File: src/rtl/pc_sequencer.sv
// Program-counter sequencer: sequential fetch, branch/return redirects and
// two-cycle vector loads (reset/interrupt) read through instruction memory.
module pc_sequencer (
    input  logic       clk_i,
    input  logic       rst_i,
    input  logic [1:0] pc_src_i,
    input  logic [1:0] inst_mem_src_i,
    input  logic       flush_i,
    input  logic       stall_i,
    input  logic [7:0] branch_target_i,
    input  logic [7:0] ret_data_i,
    input  logic [7:0] imem_data_i,
    output logic [7:0] pc_o,
    output logic [7:0] imem_addr_o,
    output logic       fetch_valid_o,
    output logic       flush_if_id_o,
    output logic       flush_id_ex_o,
    output logic       busy_o,
    output logic [7:0] int_ret_pc_o,
    output logic       int_save_o,
    output logic       err_o
);

    typedef enum logic [1:0] {
        RUN      = 2'd0,
        VEC_REQ  = 2'd1,
        VEC_LOAD = 2'd2
    } state_e;

    localparam logic [1:0] SRC_SEQ    = 2'b00;
    localparam logic [1:0] SRC_BRANCH = 2'b01;
    localparam logic [1:0] SRC_MEM    = 2'b10;

    localparam logic [1:0] MEM_RESET  = 2'd1;
    localparam logic [1:0] MEM_INT    = 2'd2;
    localparam logic [1:0] MEM_RET    = 2'd3;

    state_e     state_q, state_d;
    logic [7:0] pc_q, pc_d;
    logic [7:0] vec_addr_q, vec_addr_d;
    logic [7:0] int_ret_pc_q, int_ret_pc_d;
    logic       int_save_q, int_save_d;
    logic       err_q, err_d;

    // NOTE: reset lands in VEC_REQ so every boot fetches the reset vector first.
    always_ff @(posedge clk_i or posedge rst_i) begin
        if (rst_i) begin
            state_q      <= VEC_REQ;
            pc_q         <= 8'h00;
            vec_addr_q   <= 8'h00;
            int_ret_pc_q <= 8'h00;
            int_save_q   <= 1'b0;
            err_q        <= 1'b0;
        end else begin
            state_q      <= state_d;
            pc_q         <= pc_d;
            vec_addr_q   <= vec_addr_d;
            int_ret_pc_q <= int_ret_pc_d;
            int_save_q   <= int_save_d;
            err_q        <= err_d;
        end
    end

    // NOTE: every next-state signal gets a default first so no latch is inferred.
    always_comb begin
        state_d      = state_q;
        pc_d         = pc_q;
        vec_addr_d   = vec_addr_q;
        int_ret_pc_d = int_ret_pc_q;
        int_save_d   = 1'b0;
        err_d        = 1'b0;

        case (state_q)
            RUN: begin
                case (pc_src_i)
                    SRC_SEQ: begin
                        if (!stall_i) begin
                            pc_d = pc_q + 8'd1;
                        end
                    end
                    SRC_BRANCH: pc_d = branch_target_i;
                    SRC_MEM: begin
                        case (inst_mem_src_i)
                            MEM_RET:   pc_d = ret_data_i;
                            MEM_RESET: begin
                                vec_addr_d = 8'h00;
                                state_d    = VEC_REQ;
                            end
                            MEM_INT: begin
                                vec_addr_d   = 8'h01;
                                int_ret_pc_d = pc_q;
                                int_save_d   = 1'b1;
                                state_d      = VEC_REQ;
                            end
                            default:   err_d = 1'b1;
                        endcase
                    end
                    default: err_d = 1'b1;
                endcase
            end
            VEC_REQ:  state_d = VEC_LOAD;
            // Memory data returned here belongs to the address issued in VEC_REQ.
            VEC_LOAD: begin
                pc_d    = imem_data_i;
                state_d = RUN;
            end
            default: begin
                vec_addr_d = 8'h00;
                state_d    = VEC_REQ;
            end
        endcase
    end

    always_comb begin
        imem_addr_o   = vec_addr_q;
        fetch_valid_o = 1'b0;
        busy_o        = 1'b1;
        flush_if_id_o = 1'b1;
        flush_id_ex_o = 1'b1;
        if (state_q == RUN) begin
            imem_addr_o   = pc_q;
            fetch_valid_o = !flush_i;
            busy_o        = 1'b0;
            flush_if_id_o = flush_i;
            flush_id_ex_o = flush_i;
        end
    end

    assign pc_o         = pc_q;
    assign int_ret_pc_o = int_ret_pc_q;
    assign int_save_o   = int_save_q;
    assign err_o        = err_q;

endmodule

File: config.mk
export PLATFORM = sky130hd
export DESIGN_NAME = pc_sequencer
export DESIGN_NICKNAME = d
export VERILOG_FILES = /design/src/rtl/pc_sequencer.sv
export SDC_FILE = /design/constraint.sdc
export NUM_CORES = 1
export LEC_CHECK = 0
export CAP_MARGIN = 30
export CORE_MARGIN = 2
export CORE_UTILIZATION = 43
export CTS_CLUSTER_SIZE = 25
export DETAILED_ROUTE_END_ITERATION = 8
export MAX_ROUTING_LAYER = met4
export PLACE_DENSITY = 0.85
export SYNTH_ARGS = -nofsm -noshare
export SYNTH_HDL_FRONTEND = slang
export SYNTH_SLANG_ARGS = --single-unit
File: constraint.sdc
create_clock -name clk_i -period 2.02 [get_ports clk_i]
set_input_delay 0.404 -clock clk_i [delete_from_list [all_inputs] [get_ports clk_i]]
set_output_delay 0.404 -clock clk_i [all_outputs]
set_load 0.05 [all_outputs]
==> results.yml, run 1 <==
outcome:
  status: "finished, final reports clean"
timing:
  fin_skew_ns: 0.00369
  finalHoldViolations: 0
  setup_tns_ns: 0
  fin_crit_sh: 0.982
  relSlewSlack: 0.657
  fmax_mhz: 504
  worst_slew_pin_slew_ns: 0.512
  slew_violations: 0
  setup_viol: 0
  rsz0062_at_grt: "yes"
  finalCriticalPeriod_ns: 1.98
synthesis:
  synth_edf_count: 0
  syn-num-nets: 204
  synth_flop_cell: "dfrtp_1"
  synthArstFlopShare: 1.00
  synth_cells: 159
  netlist_area_um2: 1480
  synth_warnings: 0
  synth-seq-cells: 21
  synth.yosys.seq_area_share: 0.356
  avgSynthCellArea_um2: 9.30
  yosysUniqueCellTypes: 42
route:
  vias: 1451
  wl_mm: 3.96
  drt_iter0_drc: 51
  post_drt_wl_per_cell_um: 14.3
  post-route-drc-count: 0
  drtPass1Iterations: 4
  antenna_left: 0
  vias_per_cell: 5.26
final_layout:
  fillers: 266
  fin_area_um2: 2330
  syn2layout_area_growth_pct: 57.3
  nets: 276
  n_antenna_cell: 0
  post-route-util: 0.703
  drive_above_1_share: 0.296
critical_path:
  crit_chain: "inv_4 -> ha_4 -> buf_6 -> or2b_4 -> buf_12"
  crit_type: "register to primary output"
  startpoint_type: "register"
  slowest_delay_ns: 0.58
  worstPathRequired_ns: 1.62
  crit_buf_inv: 3
  crit_arrival_ns: 1.58
  crit_family: "flip-flops"
  critPathSlowestCell: "dfstp_2"
  cp_max_fo: 7
  end_kind: "primary output"
clock_network:
  htree_levels: 1
  clk_latency_ns: 0.31
  cts_buffers: 3
  hold_buffers: 0
  cts_max_path_buffers: 2
  numClockSinks: 21
  clk_pin_slew_ns: 0.12
  cts_tree: "done"
  root_buffer: "clkbuf_4"
power:
  swShare: 0.523
  pwr_density_cell_nw_per_um2: 1690
  p_leak_nw: 1.05
  p_switching_mw: 2.06
  power.total_mw: 3.93
  p_int_mw: 1.88
  irDropWorstVdd_v: 0.000710
  power.share.clock: 0.052
  p_comb_frac: 0.742
  seq_power_share: 0.206
die:
  rows: 21
  start_util: 0.447
  die_y_um: 62.6
  dieWidth_um: 62.6
  fp.dieArea_um2: 3920
  ioPinCount: 62
  coreArea_um2: 3310
placement:
  port_buffers: 61
  hpwl_mm: 2.97
  placed_cell_area_um2: 2230
  place_congestion: 0.828
global_routing:
  grt_pass1_vias: 1488
  overflow: 0
  grt_pass1_wl_mm: 6.73
  grt_start_max_net_pins: 22
  gr-usage-all-layers: 0.220
  antenna_found_initial: 0
hold_path:
  hp-class: "input port to async pin"
run:
  drv_cap: 0
cells in the mapped netlist, drive strengths merged, types with 2 or more instances:
library cell | count | area, µm²
clkbuf | 5 | 18.8
inv | 14 | 52.6
nor3 | 5 | 30.0
nor2b | 4 | 25.0
o211ai | 2 | 15.0
a21oi | 14 | 70.1
buf | 6 | 38.8
ha | 13 | 163
nand3 | 5 | 25.0
and2 | 8 | 57.6
a22oi | 8 | 60.1
nand2 | 11 | 41.3
a31oi | 5 | 31.3
o21ai | 6 | 30.0
mux2 | 8 | 93.8
dfrtp | 20 | 500
nor2 | 3 | 11.3
mux2i | 3 | 30.0
o31ai | 3 | 36.3
metal layers:
| layer | wire length [µm] | global-route usage | up-vias |
|---|---|---|---|
| li1 | - | - | 708 |
| met1 | 1630 | 0.264 | 667 |
| met2 | 2010 | 0.375 | 67 |
| met3 | 234 | 0.0288 | 9 |
| met4 | 91 | 0.0861 | 0 |
| met5 | 0 | - | - |
worst reg2reg max path, cell delays in order, from the launching register on:
cell	delay, ns
dfstp_2	0.58
inv_4	0.05
ha_4	0.16
buf_4	0.14
inv_4	0.09
nor2_1	0.08
a21oi_1	0.29
mux2_2	0.38
layout by cell type (no fill, tap or decap), types with 7 or more instances in the layout:
master,n
nand2_1,11
dfrtp_1,20
a21oi_1,14
buf_4,24
a22oi_1,8
ha_1,11
buf_6,7
mux2_2,7
clkdlybuf4s50_1,41
inv_1,11
stage by stage:
step                setup slack (ns)  cells  hold WS (ns)
finish                        0.0357    276         0.403
global placement              -0.117    270         0.464
floorplan                     0.0300    159         0.380
global route                 -0.0132    276         0.437
detailed placement            -0.174    270         0.470
CTS                          0.00247    275         0.419
layout make-up:
cell class | count | area, µm² | area share
well taps | 46 | 57.6 | 0.0247
clock inverters | 1 | 5.00 | 0.00215
multi-input cells | 113 | 867 | 0.373
flip-flops and latches | 21 | 527 | 0.226
clock buffers | 3 | 22.5 | 0.00968
inverters | 14 | 57.6 | 0.0247
repair buffers | 78 | 790 | 0.339
registers in the layout, indices dropped and copies added (netlist names):
register	cells
err_o	1
int_ret_pc_o	8
int_save_o	1
pc_o	8
state_q	2
vec_addr_q	1
power groups by stage:
stage,registers [mW],logic [mW],clock network (mW)
3_3_place_gp,0.798,2.72,0
4_1_cts,0.803,2.85,0.206
2_1_floorplan,1.33,1.27,0
3_5_place_dp,0.808,2.76,0
6_report,0.811,2.92,0.203
5_1_grt,0.837,3.10,0.223
what timing repair did:
| item | 4_1_cts | 5_1_grt |
|---|---|---|
| resized for setup | 10 | 6 |
| buffers inserted | 1 | 1 |
| pin swaps | 1 | 0 |
| setup endpoints to repair | 8 | 10 |
path summary, 6_finish.rpt:
check,slack [ns],cells after the start,from,to
min in group clk_i,0.51,2,int_ret_pc_o[4]$_DFFE_PP0P_,int_ret_pc_o[4]$_DFFE_PP0P_
worst min-delay path,0.40,3,rst_i,int_ret_pc_o[6]$_DFFE_PP0P_
worst max-delay path,0.04,5,state_q[0]$_DFFE_PP1P_,flush_id_ex_o
worst max register to register,0.16,7,state_q[0]$_DFFE_PP1P_,state_q[1]$_DFFE_PP0P_
max in group asynchronous,1.35,3,rst_i,state_q[0]$_DFFE_PP1P_
worst min register to register,0.51,2,int_ret_pc_o[4]$_DFFE_PP0P_,int_ret_pc_o[4]$_DFFE_PP0P_
cells by family after synthesis:
logic type | synth area share
fa+ha+maj | 0.110
buf+inv | 0.0745
simple gates | 0.160
xor+xnor | 0.0118
flops | 0.356
mux | 0.0838
compound gates | 0.204
(Power assumes the default switching activity.)
==> inputs of run 2 (changes only) <==
Settings changed: CELL_PAD_IN_SITES_DETAIL_PLACEMENT from default to 1, CELL_PAD_IN_SITES_GLOBAL_PLACEMENT from default to 1, CORE_UTILIZATION 43 to 31, PLACE_DENSITY 0.85 to 0.84, TNS_END_PERCENT from default to 1.
==> run 2 against run 1 <==
Net effect:
- maximum frequency increased by 2.6%
- via count shrank 1.3%
- critical endpoint is now flush_if_id_o
- cell area down 0.27%
==> results.yml, run 2 (synthesis results as in run 1) <==
timing:
  fin_ws_ns: 0.0856
  finalCriticalPeriod_ns: 1.93
  fin_crit_sh: 0.958
  rsz0062_at_grt: "yes"
  worst_slew_pin_slew_ns: 0.497
  finalHoldViolations: 0
  relSlewSlack: 0.668
  fin_skew_ns: 0.00796
  fmax_mhz: 517
  slew_violations: 0
  setup_tns_ns: 0
  setup_viol: 0
final_layout:
  n_antenna_cell: 0
  syn2layout_area_growth_pct: 56.9
  drive_above_1_share: 0.283
  nets: 276
  layout_common_cells: "42 x clkdlybuf4s50_1, 29 x buf_4, 20 x dfrtp_1"
  final_common_cell: "clkdlybuf4s50_1"
power:
  p_switching_mw: 2.07
  power.share.clock: 0.072
  power.total_mw: 3.95
  irDropWorstVdd_v: 0.000527
  p_comb_frac: 0.725
  pwr_density_cell_nw_per_um2: 1700
  swShare: 0.524
  p_leak_nw: 1.05
  p_int_mw: 1.88
  seq_power_share: 0.203
die:
  start_util: 0.317
  coreArea_um2: 4660
  fp.dieArea_um2: 5340
  dieWidth_um: 73.1
  rows: 25
  ioPinCount: 62
  die_y_um: 73.1
global_routing:
  grt_pass1_wl_mm: 7.53
  overflow: 0
  grt_pass1_vias: 1528
  gr-usage-all-layers: 0.190
  grt_start_max_net_pins: 22
  antenna_found_initial: 0
route:
  wl_met2_mm: 2.10
  antenna_left: 0
  vias: 1432
  drt_iter0_drc: 37
  vias_per_cell: 5.04
  met3_wirelength_um: 207
  post_drt_wl_per_cell_um: 15.6
  post-route-drc-count: 0
  wl_mm: 4.43
  drtPass1Iterations: 4
  met1_length_mm: 2.04
  top_layer: "met4"
clock_network:
  root_buffer: "clkbuf_8"
  post_cts_buffers: 0
  cts_buffers: 3
  htree_levels: 1
  numClockSinks: 21
  cts_max_path_buffers: 2
  cts_tree: "done"
  clk_latency_ns: 0.27
  clk_pin_slew_ns: 0.08
critical_path:
  crit_type: "register to primary output"
  crit_arrival_ns: 1.53
  cp_max_fo: 9
  end_kind: "primary output"
  startpoint_type: "register"
  worstPathRequired_ns: 1.62
hold_path:
  hp-class: "input port to async pin"
placement:
  pre_cts_ws_ns: -0.185
  port_buffers: 61
  place_congestion: 0.850
  hpwl_mm: 3.56
outcome:
  status: "finished, final reports clean"
run:
  drv_cap: 0
[run 2: cell types whose count changed in the layout (fill, tap and decap cells not counted)]
cell | before | now
buf_4 | 24 | 29
clkbuf_4 | 3 | 0
clkbuf_8 | 0 | 3
inv_1 | 11 | 13
ha_4 | 1 | 0
ha_2 | 1 | 2
clkdlybuf4s50_1 | 41 | 42
inv_4 | 2 | 0
buf_6 | 7 | 1
[run 2: path summary, 6_finish.rpt]
check	slack, ns	cells past startpoint	end	start
worst max-delay path	0.09	4	flush_if_id_o	state_q[1]$_DFFE_PP0P_
worst min-delay path	0.48	3	int_ret_pc_o[2]$_DFFE_PP0P_	rst_i
worst max register to register	0.20	6	state_q[1]$_DFFE_PP0P_	state_q[0]$_DFFE_PP1P_
worst min register to register	0.48	2	int_ret_pc_o[4]$_DFFE_PP0P_	int_ret_pc_o[4]$_DFFE_PP0P_
max in group asynchronous	1.25	3	state_q[0]$_DFFE_PP1P_	rst_i
min in group clk_i	0.48	2	int_ret_pc_o[4]$_DFFE_PP0P_	int_ret_pc_o[4]$_DFFE_PP0P_
[run 2: final cells by class]
cell class,count,area (µm²)
multi-input cells,113,857
well taps,54,67.6
inverters,14,52.6
repair buffers,78,769
flip-flops and latches,21,527
fillers,533,2340
clock inverters,1,5.00
clock buffers,3,41.3
[run 2: stage by stage]
step	instance area [µm²]	utilization	std cells	hold WS, ns
6_report	2320	0.498	284	0.482
5_1_grt	2320	0.498	284	0.502
4_1_cts	2310	0.496	284	0.488
3_5_place_dp	2260	0.485	280	0.470
3_3_place_gp	2260	0.485	280	0.465
2_1_floorplan	1480	-	159	0.380
[run 2: worst max-delay path, stage by stage (launching register included)]
cell,delay (ns)
dfrtp_1,0.40
inv_1,0.11
ha_2,0.29
or2b_4,0.32
buf_12,0.15
[run 2: repair_timing]
| action | in CTS | in global routing |
|---|---|---|
| resized for setup | 3 | 2 |
| hold buffers | 0 | 0 |
| setup endpoints to repair | 10 | 3 |
[run 2: power by group through the flow]
stage	logic, mW	registers (mW)	clock network (mW)
floorplan	1.27	1.33	0
global placement	2.78	0.793	0
detailed placement	2.84	0.809	0
CTS	2.87	0.799	0.291
global route	3.05	0.828	0.306
finish	2.86	0.799	0.284
[run 2: layer usage]
metal / vias to the layer above / GRT usage
li1: 701 / -
met1: 673 / 0.250
met2: 49 / 0.297
met3: 9 / 0.0262
met4: 0 / 0.0658
met5: - / -
==> inputs of run 3 (changes only) <==
--- a/constraint.sdc
+++ b/constraint.sdc
@@ -3,2 +3,2 @@
 set_output_delay 0.404 -clock clk_i [all_outputs]
-set_load 0.05 [all_outputs]
+set_load 0.005 [all_outputs]
==> run 3 against run 2 <==
Net effect:
- via count rose by 1.3%
- non-clock buffer count rose by 4
- largest cell class unchanged
- critical endpoint is now imem_addr_o[2]
- flip-flop and latch count did not move
==> results.yml, run 3 (synthesis results as in run 1) <==
outcome:
  status: "finished, final reports clean"
global_routing:
  antenna_found_initial: 0
  grt_pass1_vias: 1536
  gr-usage-all-layers: 0.183
  busiest_layer: "met2"
  grtUsageMet1: 0.235
  use_met2: 0.301
  grtUsageMet3: 0.0152
  grt_start_max_net_pins: 22
  grt_pass1_wl_mm: 7.33
  overflow: 0
critical_path:
  startpoint_type: "register"
  worstPathRequired_ns: 1.62
  rr_startpoint: "state_q[0]$_DFFE_PP1P_"
  crit_chain: "inv_4 -> ha_4 -> buf_6 -> and2_2 -> clkdlybuf4s15_1"
  slowest_delay_ns: 0.56
  ff2ff_setup_slack_ns: 0.16
  cp_max_fo: 6
  crit_buf_inv: 3
  r2r_cells: 8
  crit_arrival_ns: 1.55
  critPathSlowestCell: "dfstp_2"
  crit_type: "register to primary output"
  r2r-end: "state_q[1]$_DFFE_PP0P_"
  crit_family: "flip-flops"
  end_kind: "primary output"
timing:
  finalCriticalPeriod_ns: 1.95
  setup_tns_ns: 0
  worst_slew_pin_slew_ns: 0.307
  finalHoldViolations: 0
  fin_skew_ns: 0.00243
  setup_viol: 0
  fin_ws_ns: 0.0682
  slew_violations: 0
  relSlewSlack: 0.796
  fmax_mhz: 512
  fin_crit_sh: 0.966
  rsz0062_at_grt: "no"
die:
  rows: 25
  die_y_um: 73.1
  coreArea_um2: 4660
  fp.dieArea_um2: 5340
  ioPinCount: 62
  dieWidth_um: 73.1
  start_util: 0.317
final_layout:
  nets: 280
  post-route-util: 0.500
  final_common_cell: "clkdlybuf4s50_1"
  drive_above_1_share: 0.214
  n_antenna_cell: 0
  layout_common_cells: "49 x clkdlybuf4s50_1, 20 x dfrtp_1, 20 x buf_4"
  syn2layout_area_growth_pct: 57.5
  fin_area_um2: 2330
  fillers: 534
clock_network:
  cts_max_path_buffers: 2
  cts_buffers: 3
  numClockSinks: 21
  root_buffer: "clkbuf_8"
  htree_levels: 1
  clk_latency_ns: 0.26
  cts_tree: "done"
  clk_pin_slew_ns: 0.08
  hold_buffers: 0
route:
  antenna_left: 0
  drtPass1Iterations: 4
  vias: 1450
  wl_mm: 4.38
  drt_iter0_drc: 47
  post_drt_wl_per_cell_um: 15.2
  vias_per_cell: 5.03
  post-route-drc-count: 0
power:
  p_leak_nw: 1.05
  pwr_density_cell_nw_per_um2: 1260
  irDropWorstVdd_v: 0.000378
placement:
  placed_cell_area_um2: 2240
  place_congestion: 0.843
  pre_cts_ws_ns: -0.186
  hpwl_mm: 3.40
  port_buffers: 61
hold_path:
  hp-class: "input port to async pin"
run:
  drv_cap: 0
run 3: cell types whose count changed in the layout (fill, tap and decap cells not counted), sizes merged:
cell	change
clkbuf	+1
clkdlybuf4s15	+2
clkdlybuf4s50	+7
dlygate4sd2	+9
clkinv	-1
buf	-15
dlymetal6s2s	+1
run 3: how the worst max path moves through the flow:
stage,cells after the start,slack [ns],from,to
2_1_floorplan,7,0.17,state_q[0]$_DFFE_PP1P_,pc_o[2]$_DFFE_PP0P_
3_5_place_dp,8,-0.19,pc_src_i[0],pc_o[0]$_DFFE_PP0P_
6_report,5,0.07,state_q[0]$_DFFE_PP1P_,imem_addr_o[2]
3_3_place_gp,6,-0.12,pc_src_i[0],pc_o[6]$_DFFE_PP0P_
4_1_cts,4,-0.02,state_q[0]$_DFFE_PP1P_,fetch_valid_o
5_1_grt,6,0.005,state_q[0]$_DFFE_PP1P_,imem_addr_o[4]
run 3: report_power, final:
| part | switching (mW) | leakage [nW] | total [mW] | internal (mW) |
|---|---|---|---|---|
| registers | 0.213 | 0.256 | 0.833 | 0.620 |
| clock network | 0.139 | 0.0228 | 0.279 | 0.141 |
| logic | 0.764 | 0.772 | 1.83 | 1.07 |
| total | 1.12 | 1.05 | 2.95 | 1.83 |
run 3: metrics by stage:
| stage | cells | power [mW] | hold slack [ns] |
|---|---|---|---|
| 2_1_floorplan | 159 | 1.67 | 0.380 |
| 3_3_place_gp | 282 | 2.55 | 0.463 |
| 3_5_place_dp | 282 | 2.62 | 0.484 |
| 4_1_cts | 287 | 2.91 | 0.487 |
| 5_1_grt | 288 | 3.20 | 0.511 |
| 6_report | 288 | 2.95 | 0.475 |
run 3: repair_timing:
action | in CTS | in global routing
buffers inserted | 1 | 1
pin swaps | 1 | 0
endpoints found under the setup margin | 12 | 5
resized for setup | 20 | 7
run 3: area by class of cell:
cell class / instances / area (µm²) / area share
inverter: 14 / 55.1 / 0.0236
timing repair buffer: 82 / 763 / 0.328
multi-input combinational: 113 / 872 / 0.374
tap: 54 / 67.6 / 0.0290
clock buffer: 4 / 45.0 / 0.0193
sequential: 21 / 527 / 0.226
run 3: worst reg2reg max path, cell delays in order (launching register included):
cell     delay, ns
dfstp_2       0.56
inv_4         0.06
ha_4          0.17
buf_6         0.13
inv_2         0.05
buf_4         0.12
nor2_1        0.07
a21oi_1       0.22
mux2_2        0.37
run 3: metal layers:
| layer | part of all wire | vias up |
|---|---|---|
| li1 | - | 710 |
| met1 | 0.45 | 670 |
| met2 | 0.49 | 61 |
| met3 | 0.047 | 9 |
| met4 | 0.019 | 0 |
| met5 | 0 | - |
